`src/rtl/aes_pkg.sv`:
```
// Shared definitions for the RAM stage sequencer: FSM encodings,
// stage-index width and the "next enabled stage" search helper.
package aes_pkg;

  // Sequencer FSM states
  typedef enum logic [2:0] {
    S_IDLE = 3'd0,
    S_RUN  = 3'd1,
    S_NEXT = 3'd2,
    S_DONE = 3'd3,
    S_ERR  = 3'd4
  } seq_state_t;

  // Width of a stage index (also the err_stage port width)
  localparam int ERR_STAGE_W = 4;

  // Largest number of stages a sequencer may own
  localparam int MAX_STAGES = 16;

  // Result of searching a stage mask for the next set bit
  typedef struct packed {
    logic                   found;
    logic [ERR_STAGE_W-1:0] idx;
  } stage_pick_t;

  // Lowest set bit of mask at or above position from; found=0 when none.
  // from is one bit wider than an index so "past the last stage" is expressible.
  function automatic stage_pick_t next_set_bit(input logic [MAX_STAGES-1:0] mask,
                                               input logic [ERR_STAGE_W:0]  from);
    stage_pick_t res;
    res = '{found: 1'b0, idx: {ERR_STAGE_W{1'b0}}};
    for (int i = MAX_STAGES - 1; i >= 0; i--) begin
      if (mask[i] && (i >= int'(from))) begin
        res.found = 1'b1;
        res.idx   = ERR_STAGE_W'(i);
      end else begin
        res = res;
      end
    end
    return res;
  endfunction

endpackage

```
`src/rtl/stage_bus_mux.sv`:
```
// Selects one stage's RAM port signals out of the flattened per-stage buses.
// The first selected stage wins outright; buses are never OR-combined, and
// everything is driven to zero when valid is low.
module stage_bus_mux #(
  parameter int NUM_STAGES = 3,
  parameter int ADDR_WIDTH = 8,
  parameter int DATA_WIDTH = 32
) (
  input  logic [NUM_STAGES-1:0]            sel,
  input  logic                             valid,
  input  logic [NUM_STAGES*ADDR_WIDTH-1:0] st_addr_a,
  input  logic [NUM_STAGES*ADDR_WIDTH-1:0] st_addr_b,
  input  logic [NUM_STAGES-1:0]            st_we_a,
  input  logic [NUM_STAGES-1:0]            st_we_b,
  input  logic [NUM_STAGES*DATA_WIDTH-1:0] st_data_a,
  input  logic [NUM_STAGES*DATA_WIDTH-1:0] st_data_b,
  output logic [ADDR_WIDTH-1:0]            addr_a,
  output logic [ADDR_WIDTH-1:0]            addr_b,
  output logic                             we_a,
  output logic                             we_b,
  output logic [DATA_WIDTH-1:0]            data_a,
  output logic [DATA_WIDTH-1:0]            data_b
);

  logic hit_s;

  // Route exactly one stage's slices to the RAM ports, zero otherwise
  always_comb begin
    hit_s  = 1'b0;
    addr_a = {ADDR_WIDTH{1'b0}};
    addr_b = {ADDR_WIDTH{1'b0}};
    we_a   = 1'b0;
    we_b   = 1'b0;
    data_a = {DATA_WIDTH{1'b0}};
    data_b = {DATA_WIDTH{1'b0}};
    for (int k = 0; k < NUM_STAGES; k++) begin
      if (valid && sel[k] && !hit_s) begin
        hit_s  = 1'b1;
        addr_a = st_addr_a[k*ADDR_WIDTH +: ADDR_WIDTH];
        addr_b = st_addr_b[k*ADDR_WIDTH +: ADDR_WIDTH];
        we_a   = st_we_a[k];
        we_b   = st_we_b[k];
        data_a = st_data_a[k*DATA_WIDTH +: DATA_WIDTH];
        data_b = st_data_b[k*DATA_WIDTH +: DATA_WIDTH];
      end else begin
        hit_s = hit_s;
      end
    end
  end

endmodule

```
`src/rtl/ram_stage_sequencer.sv`:
```
// Runs a masked sequence of stages that share one dual-port RAM. Each
// enabled stage gets an exclusive enable until it reports finished, with a
// one-cycle gap between stages and an optional per-stage watchdog.
module ram_stage_sequencer
  import aes_pkg::*;
#(
  parameter int ADDR_WIDTH    = 8,
  parameter int DATA_WIDTH    = 32,
  parameter int NUM_STAGES    = 3,
  parameter int TIMEOUT_WIDTH = 16
) (
  input  logic                             clk,
  input  logic                             rst,
  input  logic                             start,
  input  logic [NUM_STAGES-1:0]            stage_mask,
  input  logic [TIMEOUT_WIDTH-1:0]         timeout,
  output logic [NUM_STAGES-1:0]            st_ena,
  input  logic [NUM_STAGES-1:0]            st_finished,
  input  logic [NUM_STAGES*ADDR_WIDTH-1:0] st_addrA,
  input  logic [NUM_STAGES*ADDR_WIDTH-1:0] st_addrB,
  input  logic [NUM_STAGES-1:0]            st_wr_enaA,
  input  logic [NUM_STAGES-1:0]            st_wr_enaB,
  input  logic [NUM_STAGES*DATA_WIDTH-1:0] st_dataA,
  input  logic [NUM_STAGES*DATA_WIDTH-1:0] st_dataB,
  output logic [ADDR_WIDTH-1:0]            addrA,
  output logic [ADDR_WIDTH-1:0]            addrB,
  output logic                             wr_enaA,
  output logic                             wr_enaB,
  output logic [DATA_WIDTH-1:0]            ram_inA,
  output logic [DATA_WIDTH-1:0]            ram_inB,
  output logic                             busy,
  output logic                             done,
  output logic                             error,
  output logic [ERR_STAGE_W-1:0]           err_stage
);

  localparam logic [TIMEOUT_WIDTH-1:0] TO_ZERO = {TIMEOUT_WIDTH{1'b0}};
  localparam logic [TIMEOUT_WIDTH-1:0] TO_ONE  = TIMEOUT_WIDTH'(1);

  seq_state_t                 state_r, state_n;
  logic [ERR_STAGE_W-1:0]     cur_r, cur_n;
  logic [NUM_STAGES-1:0]      mask_r, mask_n;
  logic [TIMEOUT_WIDTH-1:0]   timeout_r, timeout_n;
  logic [TIMEOUT_WIDTH-1:0]   cnt_r, cnt_n;
  logic [NUM_STAGES-1:0]      st_ena_r, st_ena_n;
  logic                       busy_r, busy_n;
  logic                       done_r, done_n;
  logic                       error_r, error_n;
  logic [ERR_STAGE_W-1:0]     err_stage_r, err_stage_n;
  logic [MAX_STAGES-1:0]      fin_pad_s;
  logic                       expire_s;
  stage_pick_t                pick_s;
  logic [NUM_STAGES-1:0]      sel_s;
  logic                       bus_valid_s;

  // Widen the finished vector so any 4-bit stage index selects cleanly
  assign fin_pad_s = MAX_STAGES'(st_finished);

  // Watchdog fires on the last allowed RUN cycle; timeout of zero disables it
  assign expire_s = (timeout_r != TO_ZERO) && (cnt_r == (timeout_r - TO_ONE));

  // Next-state, stage selection, watchdog and status decode
  always_comb begin
    state_n     = state_r;
    cur_n       = cur_r;
    mask_n      = mask_r;
    timeout_n   = timeout_r;
    error_n     = error_r;
    err_stage_n = err_stage_r;
    pick_s      = '{found: 1'b0, idx: {ERR_STAGE_W{1'b0}}};

    case (state_r)
      S_IDLE, S_ERR: begin
        if (start) begin
          mask_n    = stage_mask;
          timeout_n = timeout;
          error_n   = 1'b0;
          pick_s    = next_set_bit(MAX_STAGES'(stage_mask), {(ERR_STAGE_W+1){1'b0}});
          if (pick_s.found) begin
            cur_n   = pick_s.idx;
            state_n = S_RUN;
          end else begin
            cur_n   = {ERR_STAGE_W{1'b0}};
            state_n = S_DONE;
          end
        end else begin
          state_n = state_r;
        end
      end
      S_RUN: begin
        // A finishing stage beats a watchdog expiry in the same cycle
        if (fin_pad_s[cur_r]) begin
          state_n = S_NEXT;
        end else if (expire_s) begin
          state_n     = S_ERR;
          error_n     = 1'b1;
          err_stage_n = cur_r;
        end else begin
          state_n = S_RUN;
        end
      end
      S_NEXT: begin
        pick_s = next_set_bit(MAX_STAGES'(mask_r), {1'b0, cur_r} + 5'd1);
        if (pick_s.found) begin
          cur_n   = pick_s.idx;
          state_n = S_RUN;
        end else begin
          state_n = S_DONE;
        end
      end
      S_DONE: begin
        state_n = S_IDLE;
      end
      default: begin
        state_n = S_IDLE;
      end
    endcase

    if ((state_r == S_RUN) && (state_n == S_RUN)) begin
      cnt_n = cnt_r + TO_ONE;
    end else begin
      cnt_n = TO_ZERO;
    end

    if (state_n == S_RUN) begin
      st_ena_n = NUM_STAGES'(16'd1 << cur_n);
    end else begin
      st_ena_n = {NUM_STAGES{1'b0}};
    end

    busy_n = (state_n == S_RUN) || (state_n == S_NEXT) || (state_n == S_DONE);
    done_n = (state_n == S_DONE);
  end

  // State, latched sequence settings, watchdog counter and registered outputs
  always_ff @(posedge clk) begin
    if (rst) begin
      state_r     <= S_IDLE;
      cur_r       <= {ERR_STAGE_W{1'b0}};
      mask_r      <= {NUM_STAGES{1'b0}};
      timeout_r   <= TO_ZERO;
      cnt_r       <= TO_ZERO;
      st_ena_r    <= {NUM_STAGES{1'b0}};
      busy_r      <= 1'b0;
      done_r      <= 1'b0;
      error_r     <= 1'b0;
      err_stage_r <= {ERR_STAGE_W{1'b0}};
    end else begin
      state_r     <= state_n;
      cur_r       <= cur_n;
      mask_r      <= mask_n;
      timeout_r   <= timeout_n;
      cnt_r       <= cnt_n;
      st_ena_r    <= st_ena_n;
      busy_r      <= busy_n;
      done_r      <= done_n;
      error_r     <= error_n;
      err_stage_r <= err_stage_n;
    end
  end

  assign st_ena    = st_ena_r;
  assign busy      = busy_r;
  assign done      = done_r;
  assign error     = error_r;
  assign err_stage = err_stage_r;

  // RAM ports follow the current stage only while it is running
  assign sel_s       = NUM_STAGES'(16'd1 << cur_r);
  assign bus_valid_s = (state_r == S_RUN);

  stage_bus_mux #(
    .NUM_STAGES (NUM_STAGES),
    .ADDR_WIDTH (ADDR_WIDTH),
    .DATA_WIDTH (DATA_WIDTH)
  ) u_bus_mux (
    .sel       (sel_s),
    .valid     (bus_valid_s),
    .st_addr_a (st_addrA),
    .st_addr_b (st_addrB),
    .st_we_a   (st_wr_enaA),
    .st_we_b   (st_wr_enaB),
    .st_data_a (st_dataA),
    .st_data_b (st_dataB),
    .addr_a    (addrA),
    .addr_b    (addrB),
    .we_a      (wr_enaA),
    .we_b      (wr_enaB),
    .data_a    (ram_inA),
    .data_b    (ram_inB)
  );

endmodule

```
`config.mk`:
```
export PLATFORM = sky130hd
export DESIGN_NAME = ram_stage_sequencer
export DESIGN_NICKNAME = d
export VERILOG_FILES = /design/src/rtl/aes_pkg.sv /design/src/rtl/stage_bus_mux.sv /design/src/rtl/ram_stage_sequencer.sv
export SDC_FILE = /design/constraint.sdc
export NUM_CORES = 1
export LEC_CHECK = 0
export ABC_AREA = 0
export CAP_MARGIN = 10
export CORE_AREA = 3 3 140 142
export CTS_BUF_LIST = sky130_fd_sc_hd__clkbuf_4 sky130_fd_sc_hd__clkbuf_8
export DETAILED_ROUTE_END_ITERATION = 6
export DIE_AREA = 0 0 143 145
export GPL_ROUTABILITY_DRIVEN = 0
export PLACE_DENSITY = 0.66
export SYNTH_ARGS = -nofsm -noshare
export SYNTH_HDL_FRONTEND = slang
export SYNTH_SLANG_ARGS = --single-unit
```
`constraint.sdc`:
```
create_clock -name clk -period 3.35 [get_ports clk]
set_input_delay 0.67 -clock clk [delete_from_list [all_inputs] [get_ports clk]]
set_output_delay 0.67 -clock clk [all_outputs]
set_load 0.01 [all_outputs]
```
## Yosys cells after proc, flatten, opt, wreduce, memory -nomap -nowiden

Cells that the tools add are included.

| storage, ports and cells | value |
|---|---|
| ROM bits | 0 |
| memory bits (writable) | 0 |
| latch bits | 0 |
| output and inout port bits | 92 |
| memories kept | 0 |
| bits in registers | 52 |
| logic and storage cells | 100 |
| input port bits | 271 |

| operators by class | value |
|---|---|
| order comparisons | 4 |
| add/subtract/negate cells | 3 |
| reductions and logical operators | 23 |
| bitwise gates (word level) | 3 |
| shift-type cells | 2 |
| div/mod/pow operators | 0 |
| multiply operators | 0 |
| equality and inequality tests | 10 |
| multiplexer cells | 45 |

Operators with widths:

| operator | number |
|---|---|
| $mux W32 | 6 |
| $mux W8 | 6 |
| $mux W5 | 9 |
| $add A16 B1 Y16 const B | 1 |
| $eq A16 B16 Y1 | 1 |
| $reduce_bool A16 Y1 | 1 |
| $sub A16 B1 Y16 const B | 1 |
| $mux W1 | 12 |
| $mux W4 | 3 |
| $ge A1 B5 Y1 const A | 2 |
| $logic_and A1 B1 Y1 | 10 |
| $eq A3 B2 Y1 const B | 3 |
| $mux W3 | 3 |
| $pmux W3 S3 | 1 |
| $pmux W4 S2 | 1 |
| $shl A1 B4 Y3 const A | 2 |
| $eq A3 B1 Y1 const B | 2 |
| $ne A2 B2 Y1 const B | 3 |
| $reduce_or A2 Y1 | 3 |
| $add A4 B1 Y5 const B | 1 |
| $ge A2 B5 Y1 const A | 1 |
| $lt A4 B5 Y1 const B | 1 |
| $bmux W1 S4 | 1 |
| $mux W2 | 2 |
| other kinds (10) | 14 |

## Longest topological paths before layout

Gate-level depths: netlist (run 1).

| logic depth | value |
|---|---|
| depth in word-level cells | 13 |
| depth in mapped cells | 11 |
| mapped depth without buffers | 9 |

## Cells and area by module

Synthesis (run 1) repeated with hierarchy kept, for this count alone.

| second synthesis, totals | value |
|---|---|
| cell total of the unflattened synthesis | 632 |
| area, all modules | 4356.7 um^2 |

Modules (own cells, without submodules):

| module | cells each | area each (um^2) | times used | sequential area each (um^2) |
|---|---|---|---|---|
| ram_stage_sequencer | 347 | 2773.9 | 1 | 1041.0 |
| stage_bus_mux | 285 | 1582.8 | 1 | 0.0 |

## Worst setup path after synthesis (run 1)

No wires, ideal clock.

| path | value |
|---|---|
| path type | register to register |
| start point | register cur_r[1] |
| end point | register st_ena_r[2] (netlist: st_ena[2]) |
| stages on the path, launching flop included | 12 |
| period minus slack after synthesis | 2877 ps |
| data arrival time | 2807 ps |
| setup time | 70 ps |
| required time | 3280 ps |
| path slack | 473 ps |
| cells stage by stage | dfxtp_1 -> clkbuf_1 -> clkbuf_1 -> inv_1 -> ha_1 -> a21o_1 -> a221oi_1 -> o311ai_0 -> o211a_1 -> o211ai_1 -> or3_1 -> a21oi_1 |

| on the way | value |
|---|---|
| longest elaborated chain between the ends | 12 |

RTL lines:

| what | line | source |
|---|---|---|
| from (decl) | ram_stage_sequencer.sv:41 | `logic [ERR_STAGE_W-1:0] cur_r, cur_n;` |
| from (signal assigned) | ram_stage_sequencer.sv:139 | `cur_r <= {ERR_STAGE_W{1'b0}};` |
| from (signal assigned) | ram_stage_sequencer.sv:150 | `cur_r <= cur_n;` |
| $add A4 B1 Y5 | ram_stage_sequencer.sv:103 | `pick_s = next_set_bit(MAX_STAGES'(mask_r), {1'b0, cur_r} + 5'd1);` |
| $ge A2 B5 Y1 | aes_pkg.sv:33 | `if (mask[i] && (i >= int'(from))) begin` |
| $logic_and A1 B1 Y1 | aes_pkg.sv:33 |  |
| $mux W5 (3 in a row) | aes_pkg.sv:33 |  |
| $mux W5 | ram_stage_sequencer.sv:72 | `case (state_r)` |
| $mux W2 | ram_stage_sequencer.sv:104 | `if (pick_s.found) begin` |
| $pmux W3 S3 | ram_stage_sequencer.sv:72 |  |
| $eq A3 B1 Y1 | ram_stage_sequencer.sv:125 | `if (state_n == S_RUN) begin` |
| $not A1 Y1 (no line) | - |  |
| $reduce_or A2 Y1 (no line) | - |  |
| to (signal assigned) | ram_stage_sequencer.sv:143 | `st_ena_r <= {NUM_STAGES{1'b0}};` |
| to (signal assigned) | ram_stage_sequencer.sv:154 | `st_ena_r <= st_ena_n;` |
| to (decl) | ram_stage_sequencer.sv:45 | `logic [NUM_STAGES-1:0] st_ena_r, st_ena_n;` |

Several ways; a longest one is shown, not always the timed one. The select of a mux whose other input is x is not followed.
A chain may end at the register's enable or synchronous reset.

## Final worst setup path (run 1)

| path | value |
|---|---|
| start point | register cur_r[1] |
| end point | output ram_inA[11] |

| on the way | value |
|---|---|
| longest elaborated chain between the ends | 9 |

RTL lines:

| what | line | source |
|---|---|---|
| $shl A1 B4 Y3 (*) | ram_stage_sequencer.sv:169 | `assign sel_s = NUM_STAGES'(16'd1 << cur_r);` |
| $logic_and A1 B1 Y1 | stage_bus_mux.sv:37 | `if (valid && sel[k] && !hit_s) begin` |
| $mux W1 | stage_bus_mux.sv:37 |  |
| $logic_not A1 Y1 | stage_bus_mux.sv:37 |  |
| $logic_and A1 B1 Y1 | stage_bus_mux.sv:37 |  |
| $mux W1 | stage_bus_mux.sv:37 |  |
| $logic_not A1 Y1 | stage_bus_mux.sv:37 |  |
| $logic_and A1 B1 Y1 | stage_bus_mux.sv:37 |  |
| $mux W32 (*) | stage_bus_mux.sv:37 |  |
| to (decl) | ram_stage_sequencer.sv:29 | `output logic [DATA_WIDTH-1:0] ram_inA,` |

Every way passes the cells marked *; elsewhere a longest branch is shown, timed or not.

==> results of run 1 <==
[kinds of logic after synthesis]
family	after synthesis	share of synthesized area [%]
AOI/OAI and AO/OA	166	20.0
xor gates and xnor gates	28	5.10
adders and majority gates	5	1.30
buffers and inverters	58	5.02
DFF	52	21.6
muxes	84	17.5
and+or+nand+nor	320	29.5
[tightest hold or removal path, stage by stage (launching register included)]
cell     delay (ps)
dfxtp_1         320
nand2_1          50
a21oi_1          50
[state kept, by name, summed over array words and instances (netlist names)]
signal and flops:
error 1, cnt_r 16, done 1, cur_r 4
err_stage 4, st_ena 3, mask_r 3, timeout_r 16
busy 1, state_r 3
[through the flow]
stage	instance area (um^2)	setup slack (ps)	utilization [%]	instances
2_1_floorplan	4810	473	-	713
3_3_place_gp	8680	355	46.7	1271
3_5_place_dp	8680	319	46.7	1271
4_1_cts	8770	276	47.2	1279
5_1_grt	8790	141	47.3	1283
6_report	8790	266	47.3	1284
[metal layers]
layer  share of wire [%]  GRT usage, %  vias to the layer above
met4                 1.7          4.99                        8
li1                    -             -                     3136
met3                 8.7          7.25                       24
met2                  47          37.0                      245
met5                0.20             0                        -
met1                  42          28.7                     2813
[synthesized netlist by cell type, types with 3 or more instances]
library cell,number,area (um^2)
or4_1,3,22.5
nor2b_1,5,31.3
nor2_1,200,751
buf_1,15,56.3
nand2b_1,5,31.3
buf_6,3,33.8
a31oi_1,4,25.0
nand4_1,7,43.8
and3_1,6,37.5
inv_1,5,18.8
and2_1,4,25.0
nor3_1,8,40.0
nand2_1,53,199
o31ai_1,6,45.0
ha_1,5,62.6
clkbuf_1,34,128
or3_1,3,18.8
a21oi_1,119,596
dfxtp_1,52,1040
xor2_1,13,114
nand3_1,10,50.1
a31o_2,3,26.3
xnor2_1,15,131
mux2i_1,84,841
o21ai_0,6,30.0
[where the power goes]
part	switching (uW)	internal, uW	leakage, uW
Sequential	42.8	646	0.000424
Clock	215	149	0.0000489
Combinational	537	676	0.00264
[cell type report]
class	count	area [um^2]	area share, %
clock inverter	3	20.0	0.228
antenna	5	12.5	0.142
clock buffer	5	68.8	0.783
inverter	5	18.8	0.213
sequential	52	1050	11.9
multi-input combinational	603	3550	40.4
timing repair buffer	377	3780	43.0
tap	234	293	3.33
[cells in the final DEF, fill, tap and decap left out, drive strengths merged, types with 9 or more instances in the layout]
cell | Yosys | routed
nor2 | 200 | 200
nor3 | 9 | 9
buf | 19 | 17
nand3 | 10 | 10
xor2 | 13 | 13
xnor2 | 15 | 15
nand2 | 53 | 53
a21oi | 119 | 119
clkdlybuf4s50 | 0 | 360
mux2i | 84 | 84
dfxtp | 52 | 52
[worst paths after layout]
check	start	endpoint	slack, ps	cells past startpoint
max	cur_r[1]	ram_inA[11]	270	6
min	error	error	460	2
max reg2reg	timeout_r[0]	st_ena[1]	300	10
min reg2reg	error	error	460	2
==> impl_metrics.json, run 1 <==
{
  "drc_errors": 0,
  "cts-root-buf": "clkbuf_8",
  "cp_top_family": "buffers and inverters",
  "cp.buffers_inverters": 2,
  "fin_skew_ps": 9.94,
  "grtUsageTotal_pct": 22.5,
  "overflow": 0,
  "postCtsHoldBufs": 0,
  "hold_violations": 0,
  "core_um2": 18600,
  "pin_count": 363,
  "vias_per_cell": 4.85,
  "ctsResizeCount": 0,
  "rsz0062_at_grt": "false",
  "die_h_um": 145,
  "cts_sinks": 52,
  "antenna_found_initial": 8,
  "power.density_nw_per_um2": 258,
  "slew_violations": 0,
  "vias": 6226,
  "start_util_pct": 25.9,
  "grt_pass1_wl_mm": 36.0,
  "cts_buffers": 5,
  "postCtsSetupBuffers": 0,
  "io_buffer_count": 362,
  "fin_crit_ps": 3080,
  "drt_wl_total_mm": 24.8,
  "synth_nets": 989,
  "setup_viol": 0,
  "ir_drop_mv": 0.247,
  "die_w_um": 143,
  "dieArea_um2": 20700,
  "hp-class": "reg -> reg",
  "power.leakage_uw": 0.00311,
  "grt_pass1_vias": 6001,
  "max_cap_viol_count": 0,
  "syn_area_um2": 4810,
  "cts.path.max_buffers": 2,
  "end_kind": "primary output",
  "synthCells": 713,
  "crit_path_max_fanout": 19,
  "synth_edf_count": 0,
  "crit_required_ps": 2680,
  "slowest_stage": "dfxtp_4",
  "hold_ws_ps": 460,
  "final_antenna_net_count": 0,
  "clkLatencyLatePin_ps": 300,
  "crit_top_cell": "nor2_1",
  "slowest_delay_ps": 560,
  "ys.flop_type": "dfxtp_1",
  "seq_area_frac_synth_pct": 21.6,
  "area_delta_synth_final_pct": 82.9,
  "htree_levels": 2,
  "yosys_warnings": 0,
  "cts_tree": "built",
  "hpwl_mm": 20.0,
  "tightest_slew_ps": 738,
  "async_flop_share_pct": 0,
  "first_iter_violations": 315,
  "critPathArrivalTime_ps": 2410,
  "clkTransAtPathRegs_ps": 100,
  "post-route-period-util_pct": 92.1,
  "fmax_ghz": 0.324,
  "drt-wirelength-per-cell_um": 19.3,
  "drive_gt1_share_pct": 3.73,
  "tns_ps": 0,
  "synth.avg_cell_area_um2": 6.74,
  "start_kind": "register",
  "dr.pass1.iters": 5,
  "rows": 50,
  "relSlewSlack_pct": 50.8,
  "total_power_uw": 2270,
  "nets": 1320,
  "grt_start_max_net_pins": 69,
  "nFillCells": 1869,
  "crit_type": "reg -> out",
  "path_cells": "buf_4 > mux2i_1 > nor2_1 > a21oi_1 > nor2_1 > clkdlybuf4s50_1",
  "status": "complete, no violations",
  "ys_seq_elements": 52,
  "yosys.cell_types.count": 57
}
(Power assumes the default switching activity.)
==> inputs of run 2 (changes only) <==
Settings changed: SKIP_LAST_GASP set to 1.
==> results of run 2 <==
No change in the layout: final DEF, timing and power equal those of run 1.
